--- config.mk ---
export PLATFORM = sky130hd
export DESIGN_NAME = m_axi_read_master
export DESIGN_NICKNAME = d
export VERILOG_FILES = /design/src/rtl/m_axi_pkg.sv /design/src/rtl/m_axi_read_master.sv
export SDC_FILE = /design/constraint.sdc
export NUM_CORES = 1
export LEC_CHECK = 0
export CAP_MARGIN = 15
export CORE_ASPECT_RATIO = 1.4
export CORE_MARGIN = 5
export CORE_UTILIZATION = 30
export DETAILED_ROUTE_END_ITERATION = 16
export GPL_TIMING_DRIVEN = 0
export PLACE_DENSITY = 0.58
export SYNTH_ARGS = -nofsm -noshare
export SYNTH_HDL_FRONTEND = slang
export SYNTH_SLANG_ARGS = --single-unit
export TNS_END_PERCENT = 5
--- constraint.sdc ---
create_clock -name M_AXI_ACLK -period 3 [get_ports M_AXI_ACLK]
set_input_delay 0.6 -clock M_AXI_ACLK [delete_from_list [all_inputs] [get_ports M_AXI_ACLK]]
set_output_delay 0.6 -clock M_AXI_ACLK [all_outputs]
set_load 0.005 [all_outputs]
--- src/rtl/m_axi_pkg.sv ---
// Shared AXI definitions: response codes, burst type, read-master FSM states
// and the response-severity merge used when folding RRESP into a status.
package m_axi_pkg;

  localparam logic [1:0] RESP_OKAY   = 2'b00;
  localparam logic [1:0] RESP_EXOKAY = 2'b01;
  localparam logic [1:0] RESP_SLVERR = 2'b10;
  localparam logic [1:0] RESP_DECERR = 2'b11;

  localparam logic [1:0] BURST_INCR = 2'b01;

  typedef enum logic [1:0] {
    ST_IDLE,
    ST_ADDR,
    ST_DATA
  } state_t;

  // SLVERR and DECERR rank equally; the first error seen is the one kept.
  function automatic logic [1:0] resp_rank(input logic [1:0] resp);
    case (resp)
      RESP_SLVERR, RESP_DECERR: resp_rank = 2'd2;
      RESP_EXOKAY:              resp_rank = 2'd1;
      default:                  resp_rank = 2'd0;
    endcase
  endfunction

  function automatic logic [1:0] resp_worse(input logic [1:0] held, input logic [1:0] incoming);
    resp_worse = (resp_rank(incoming) > resp_rank(held)) ? incoming : held;
  endfunction

endpackage

--- src/rtl/m_axi_read_master.sv ---
// Single-outstanding AXI4 INCR read initiator with a one-deep registered user stream.
// Optional RLAST/RID checking is enabled by defining M_AXI_READ_MASTER_PROTO_CHECK_EN.
module m_axi_read_master
  import m_axi_pkg::*;
#(
  parameter int RDATA_WIDTH = 32,
  parameter int ADDR_WIDTH  = 8,
  parameter int ID_LENGTH   = 4,
  parameter int ARID_VALUE  = 0
) (
  input  logic                   M_AXI_ACLK,
  input  logic                   M_AXI_ARESET,
  output logic [ADDR_WIDTH-1:0]  M_AXI_ARADDR,
  output logic                   M_AXI_ARVALID,
  input  logic                   M_AXI_ARREADY,
  output logic [7:0]             M_AXI_ARLEN,
  output logic [2:0]             M_AXI_ARSIZE,
  output logic [1:0]             M_AXI_ARBURST,
  output logic [ID_LENGTH-1:0]   M_AXI_ARID,
  input  logic [RDATA_WIDTH-1:0] M_AXI_RDATA,
  input  logic                   M_AXI_RVALID,
  output logic                   M_AXI_RREADY,
  input  logic                   M_AXI_RLAST,
  input  logic [1:0]             M_AXI_RRESP,
  input  logic [ID_LENGTH-1:0]   M_AXI_RID,
  input  logic [ADDR_WIDTH-1:0]  REQ_ADDR,
  input  logic [7:0]             REQ_LEN,
  input  logic                   REQ_VALID,
  output logic                   REQ_READY,
  output logic [RDATA_WIDTH-1:0] DATA_FROM_AXI,
  output logic                   DATA_VALID,
  input  logic                   DATA_READY,
  output logic                   DATA_LAST,
  output logic                   DONE,
  output logic [1:0]             STATUS,
  output logic                   PROTO_ERR
);

  localparam int SIZE = $clog2(RDATA_WIDTH / 8);
  localparam logic [ADDR_WIDTH-1:0] ALIGN_MASK = {ADDR_WIDTH{1'b1}} << SIZE;

  state_t                   state_q, state_d;
  logic [ADDR_WIDTH-1:0]    araddr_q;
  logic [7:0]               arlen_q;
  logic [7:0]               cnt_q;
  logic                     got_last_q;
  logic [RDATA_WIDTH-1:0]   data_q;
  logic                     dvalid_q;
  logic                     dlast_q;
  logic [1:0]               status_q;
  logic                     req_ready_q;
  logic                     proto_q;
  logic                     req_accept;
  logic                     r_hs;
  logic                     user_hs;
  logic                     beat_is_last;

  assign req_accept   = req_ready_q && REQ_VALID;
  assign user_hs      = dvalid_q && DATA_READY;
  assign beat_is_last = (cnt_q == arlen_q);
  // got_last_q stops RREADY once every beat is in, so stray beats are never absorbed.
  assign M_AXI_RREADY = (state_q == ST_DATA) && !got_last_q && (!dvalid_q || DATA_READY);
  assign r_hs         = M_AXI_RVALID && M_AXI_RREADY;

  always_comb begin
    state_d = state_q;
    case (state_q)
      ST_IDLE: if (req_accept) state_d = ST_ADDR;
      ST_ADDR: if (M_AXI_ARREADY) state_d = ST_DATA;
      ST_DATA: if (user_hs && dlast_q) state_d = ST_IDLE;
      default: state_d = ST_IDLE;
    endcase
  end

  // REQ_READY is registered so it stays low while reset is held.
  always_ff @(posedge M_AXI_ACLK or posedge M_AXI_ARESET) begin
    if (M_AXI_ARESET) begin
      state_q     <= ST_IDLE;
      req_ready_q <= 1'b0;
    end else begin
      state_q     <= state_d;
      req_ready_q <= (state_d == ST_IDLE);
    end
  end

  always_ff @(posedge M_AXI_ACLK or posedge M_AXI_ARESET) begin
    if (M_AXI_ARESET) begin
      araddr_q   <= '0;
      arlen_q    <= '0;
      cnt_q      <= '0;
      got_last_q <= 1'b0;
      status_q   <= RESP_OKAY;
      data_q     <= '0;
      dvalid_q   <= 1'b0;
      dlast_q    <= 1'b0;
    end else begin
      if (req_accept) begin
        araddr_q   <= REQ_ADDR & ALIGN_MASK;
        arlen_q    <= REQ_LEN;
        cnt_q      <= '0;
        got_last_q <= 1'b0;
        status_q   <= RESP_OKAY;
      end
      if (r_hs) begin
        data_q     <= M_AXI_RDATA;
        dvalid_q   <= 1'b1;
        dlast_q    <= beat_is_last;
        cnt_q      <= cnt_q + 8'd1;
        got_last_q <= got_last_q | beat_is_last;
        status_q   <= resp_worse(status_q, M_AXI_RRESP);
      end else if (user_hs) begin
        dvalid_q <= 1'b0;
        dlast_q  <= 1'b0;
      end
    end
  end

`ifdef M_AXI_READ_MASTER_PROTO_CHECK_EN
  always_ff @(posedge M_AXI_ACLK or posedge M_AXI_ARESET) begin
    if (M_AXI_ARESET) begin
      proto_q <= 1'b0;
    end else if (req_accept) begin
      proto_q <= 1'b0;
    end else if (r_hs && ((M_AXI_RLAST != beat_is_last) ||
                          (M_AXI_RID != ID_LENGTH'(ARID_VALUE)))) begin
      proto_q <= 1'b1;
    end
  end
`else
  logic unused_proto;
  assign unused_proto = ^{M_AXI_RLAST, M_AXI_RID};
  assign proto_q      = 1'b0;
`endif

  assign M_AXI_ARADDR  = araddr_q;
  assign M_AXI_ARLEN   = arlen_q;
  assign M_AXI_ARVALID = (state_q == ST_ADDR);
  assign M_AXI_ARSIZE  = 3'(SIZE);
  assign M_AXI_ARBURST = BURST_INCR;
  assign M_AXI_ARID    = ID_LENGTH'(ARID_VALUE);
  assign REQ_READY     = req_ready_q;
  assign DATA_FROM_AXI = data_q;
  assign DATA_VALID    = dvalid_q;
  assign DATA_LAST     = dlast_q;
  assign DONE          = user_hs && dlast_q;
  assign STATUS        = status_q;
  assign PROTO_ERR     = proto_q;

endmodule

==> qor.txt, run 1 <==
flop and latch count out of synthesis - 62
HP Class - flop to flop
placed cell count - 500
antenna violations before repair - 0
Hold Fails Final Rpt - 0
largest net degree at the start of global routing - 42
Seq/Total Area, Yosys - 56.2%
setup bufs post-CTS - 0
Power Density - 952 mW/mm^2
H-tree Lvls - 3
setup violators final - 0
distinct cell type count after synthesis - 39
gr usage total - 13.4%
Max Freq - 0.368 GHz
per-cell routed wire length - 14.1 um
post-synthesis cell count - 275
Layout Nets - 468
Int Pwr - 2.99 mW
layout cells sized above 1 - 13.7%
critical hold path startpoint - DATA_FROM_AXI[15]$_DFFE_PP0P_
Ys Warns - 0
EDFF count, synth - 0
Area contributors post-synth - dfrtp_1 (56%), nand2_1 (14%), mux2_2 (6.1%), buf_4 (3.3%), xnor2_1 (2.5%)
DRT Pass-1 Iters - 4
CTS hold repair buffers - 0
Setup crit start kind - input pin
Post-DP HPWL - 5500 um
Max VDD drop - 0.000385 V
critical path required time - 2.40 ns
Rows - 41
RR Startpoint - state_q[0]$_DFF_PP0_
CTS root buf - clkbuf_16
Chip Height - 124 um
Crit. Startpoint - DATA_READY
fin cells - 516
unrepaired setup endpoints after global routing - no
Critical Path AT - 2.12 ns
GPL Wtd Cong - 0.774
diode count - 0
Tcrit/Tclk final - 90.7%
Layout Utilization - 48.5%
Max Cap Violations - 0
top_reg_cell synth - dfrtp_1
Synth-to-Final Area Change - 58.7%
Crit Path Max Fanout - 6
Total Wirelength - 7290 um
Clock Skews - 0.00428 ns
Vias - 2294
Initial Util - 30.6%
final setup margin - 0.280 ns
CTS tree - built
first-pass GRT wire length - 11800 um
clock slew at reported path FFs - 0.05 ns
Synth top area share - 56.2%
slew of the pin with the lowest slew margin - 0.536 ns
Antenna Nets Post-Route - 0
Logic pwr share - 36.6%
post-cts resize count - 0
mapped cell area - 0.00276 sq mm
Iteration-0 DRC Markers - 43
Core Area - 0.00903 sq mm
worst skew pair latency - 0.33 ns
most frequent cells after synthesis - nand2_1 (105), dfrtp_1 (62), mux2_2 (15), buf_4 (12)
pre-CTS setup slack - 0.256 ns
Syn Area/Cell - 10.0 sq um
top-count cell post-synth - nand2_1
vias in the first global route - 2413
Max Root-Sink Buffers - 2
Clock Power Share - 29.4%
Max transition margin - 64.2%
Async SR Flop Fraction - 100%
status - complete, no violations
Crit. End Element - primary output
grt total ovfl - 0
Net Switching - 1.19 mW
DR DRC count - 0
Crit Path Class - input pin to primary output
vias per cell - 4.45
fin. max-slew vios - 0
CTS sink cnt - 62
io pins - 127
Tmin final - 2.72 ns
largest area contributor in the netlist - dfrtp_1
Seq pwr share - 34.0%
Num CTS Buffers - 9
Sw Share - 28.4%
die area - 0.0113 sq mm
DIE WIDTH - 91.1 um
LEAKAGE - 2.02 nW
PortBufs - 107
==> logic make-up after synthesis <==
group | synth area share [%]
fa+ha+maj | 1.36
xor+xnor | 2.54
buf+inv | 6.20
other cells | 0.272
mux | 6.48
flops | 56.2
simple gates | 21.4
compound gates | 5.57
==> cells in the final DEF (no fill, tap or decap), types with 3 or more instances in the layout <==
| master | netlist | final |
|---|---|---|
| buf_4 | 12 | 12 |
| o21ai_0 | 8 | 8 |
| ha_1 | 3 | 3 |
| mux2_2 | 15 | 15 |
| clkdlybuf4s50_1 | 0 | 107 |
| buf_2 | 5 | 5 |
| bufinv_16 | 0 | 3 |
| nand2_1 | 105 | 105 |
| inv_1 | 5 | 4 |
| dfrtp_1 | 62 | 62 |
| clkbuf_16 | 0 | 9 |
| a22o_1 | 3 | 3 |
| or3_1 | 3 | 3 |
| conb_1 | 2 | 12 |
| xnor2_1 | 8 | 8 |
| nor2b_1 | 5 | 5 |
| clkbuf_1 | 4 | 4 |
| nand3_1 | 5 | 5 |
==> flip-flops by register name (all words and copies together), names as in the netlist, 2 cells and up <==
register,count
STATUS,2
M_AXI_ARADDR,6
M_AXI_ARLEN,8
state_q,2
cnt_q,8
DATA_FROM_AXI,32
==> cell type report <==
class / instances / area [sq um]
inverters: 5 / 18.8
flip-flops and latches: 62 / 1550
repair buffers: 108 / 1090
fillers: 877 / 4650
plain buffers: 23 / 153
clock buffers: 11 / 253
multi-input cells: 195 / 1080
well taps: 107 / 134
clock inverters: 5 / 105
==> power groups by stage <==
stage	clock (mW)	sequential [mW]	combinational [mW]
final	1.23	1.42	1.53
after detailed placement	0	1.43	1.56
after floorplan	0	1.43	0.625
after CTS	1.26	1.42	1.57
after global routing	1.29	1.47	1.67
after global placement	0	1.42	1.54
==> critical path: stages <==
cell and delay (ns):
clkdlybuf4s50_1 0.49, nor2b_1 0.10, nor4b_1 0.34, clkdlybuf4s50_1 0.58
==> metal layers <==
layer  share of wire [%]  global-route usage (%)  up-vias  wire [um]
met5                   0                       0        -          0
met4                 3.5                    7.80        0        252
met3                 6.6                    4.63       15        480
met2                  51                    22.7       70       3730
met1                  39                    14.6     1083       2820
li1                    -                       -     1126          -
==> per-stage QoR <==
stage | area, sq um | hold WS, ns | total power [mW] | TNS (ns)
finish | 4380 | 0.470 | 4.17 | 0
global route | 4380 | 0.493 | 4.44 | 0
CTS | 4380 | 0.476 | 4.26 | 0
detailed placement | 4030 | 0.462 | 3.00 | 0
global placement | 4010 | 0.459 | 2.96 | -22.55
floorplan | 2800 | 0.467 | 2.06 | 0
==> path summary, 6_finish.rpt <==
| kind | endpoint | slack [ns] | cells after the start |
|---|---|---|---|
| hold / removal | DATA_FROM_AXI[15]$_DFFE_PP0P_ | 0.47 | 2 |
| hold reg to reg | DATA_FROM_AXI[15]$_DFFE_PP0P_ | 0.47 | 2 |
| setup / recovery | M_AXI_RREADY | 0.28 | 4 |
| min in group asynchronous | DATA_FROM_AXI[0]$_DFFE_PP0P_ | 0.62 | 2 |
| max in group asynchronous | M_AXI_ARLEN[1]$_DFFE_PP0P_ | 1.79 | 3 |
| setup reg to reg | DATA_FROM_AXI[9]$_DFFE_PP0P_ | 1.23 | 6 |
Note: power is estimated with default switching activity, not from simulation.
==> inputs of run 2 (changes only) <==
Settings changed: TNS_END_PERCENT 5 to unset.
==> results of run 2 <==
The final DEF is identical to that of run 1; final timing and power are the same.
==> inputs of run 3 (changes only) <==
Settings changed: CORE_UTILIZATION 30 to 45, PLACE_DENSITY 0.58 to 0.83.
==> qor.txt, run 3 (synthesis results as in run 1) <==
Max Cap Violations - 0
layout cells sized above 1 - 13.4%
Max transition margin - 63.1%
Synth-to-Final Area Change - 53.0%
unrepaired setup endpoints after global routing - no
Tmin final - 2.64 ns
DR DRC count - 0
critical path's slowest cell - clkdlybuf4s50_1
worst-path cell chain - clkdlybuf4s50_1 > nor2b_1 > nor4b_1 > clkdlybuf4s50_1
Max VDD drop - 0.000652 V
H-tree Lvls - 3
Iteration-0 DRC Markers - 132
clock slew at reported path FFs - 0.07 ns
LEAKAGE - 1.97 nW
setup violators final - 0
Largest stage delay, worst path - 0.57 ns
Setup crit start kind - input pin
status - complete, no violations
post-cts resize count - 0
HP Class - flop to flop
max FFs per register - 32
Vias - 2276
fillcell total - 444
CTS hold repair buffers - 0
Storage cell area - 0.00155 sq mm
Critical Path AT - 2.04 ns
TNS Setup - 0 ns
DIE WIDTH - 76.2 um
fin cells - 479
per-cell routed wire length - 15.1 um
Post-DP HPWL - 5580 um
vias per cell - 4.75
die area - 0.00783 sq mm
io pins - 127
WHS - 0.473 ns
Crit. End Element - primary output
slew of the pin with the lowest slew margin - 0.553 ns
critical path required time - 2.40 ns
Antenna Nets Post-Route - 0
Max Freq - 0.379 GHz
largest net degree at the start of global routing - 41
area of the multi-input gates - 0.00108 sq mm
Hold Fails Final Rpt - 0
first-pass GRT wire length - 11700 um
gr usage total - 19.0%
antenna violations before repair - 0
DP Area - 0.00398 sq mm
Max Root-Sink Buffers - 2
diode count - 0
Layout Nets - 468
Initial Util - 46.8%
Tcrit/Tclk final - 87.9%
grt total ovfl - 0
Num CTS Buffers - 9
fin. max-slew vios - 0
Power Density - 913 mW/mm^2
CTS tree - built
vias in the first global route - 2451
Finished Cell Area - 0.00423 sq mm
Crit Path Max Fanout - 6
setup bufs post-CTS - 0
Core Area - 0.00590 sq mm
Chip Height - 103 um
Total Wirelength - 7240 um
most used cell, CP - clkdlybuf4s50_1
most frequent cells in the layout - clkdlybuf4s50_1 (107), nand2_1 (105), dfrtp_1 (62)
Layout Utilization - 71.6%
most common cell after layout, fill and taps aside - clkdlybuf4s50_1
Crit Path Class - input pin to primary output
GPL Wtd Cong - 0.808
CTS root buf - clkbuf_8
worst skew pair latency - 0.33 ns
CTS sink cnt - 62
DRT Pass-1 Iters - 5
placed cell count - 463
Clock Skews - 0.00876 ns
PortBufs - 107
Rows - 33
[run 3: changes by cell type in the layout (fill, tap and decap cells not counted), sizes merged]
cell / before / now
clkinv: 0 / 1
clkinvlp: 2 / 1
[run 3: path summary, 6_finish.rpt]
path / from / endpoint / slack, ns / cells past startpoint
min in group asynchronous: M_AXI_ARESET / DATA_FROM_AXI[9]$_DFFE_PP0P_ / 0.62 / 2
setup / recovery: DATA_READY / M_AXI_RREADY / 0.36 / 4
hold / removal: DATA_FROM_AXI[23]$_DFFE_PP0P_ / DATA_FROM_AXI[23]$_DFFE_PP0P_ / 0.47 / 2
max in group asynchronous: M_AXI_ARESET / DATA_FROM_AXI[0]$_DFFE_PP0P_ / 1.78 / 3
hold reg to reg: DATA_FROM_AXI[23]$_DFFE_PP0P_ / DATA_FROM_AXI[23]$_DFFE_PP0P_ / 0.47 / 2
setup reg to reg: state_q[0]$_DFF_PP0_ / DATA_FROM_AXI[15]$_DFFE_PP0P_ / 1.24 / 6
[run 3: where the power goes]
part	switching [mW]	internal, mW	leakage (nW)
logic	0.597	0.949	1.07
clock network	0.321	0.576	0.120
registers	0.236	1.18	0.782
total	1.15	2.71	1.97
[run 3: area by class of cell]
cell class                      count  share of cell area (%)
Buffer                             23                    3.61
Clock buffer                       11                    3.35
Clock inverter                      5                    2.52
Inverter                            5                   0.444
Multi-Input combinational cell    195                    25.5
Sequential cell                    62                    36.7
Tap cell                           70                    2.07
Timing Repair Buffer              108                    25.8
[run 3: critical path: cells and delay by family]
family	cells	cell delay (ns)
simple gates	2	0.36
buf+inv	2	1.08
[run 3: stage by stage]
stage	worst slack [ns]	power [mW]
6_report	0.363	3.86
5_1_grt	0.247	4.11
3_3_place_gp	-0.254	2.93
2_1_floorplan	0.859	2.06
3_5_place_dp	0.362	2.99
4_1_cts	0.342	3.91
[run 3: routing by layer]
metal  wire length, um  up-vias  GRT usage, %  share of wire, %
met4               102        0          7.94               1.4
met5                 0        -             0                 0
met2              4150       59          36.0                57
met3               352        8          4.72               4.9
li1                  -     1122             -                 -
met1              2640     1087          19.9                36
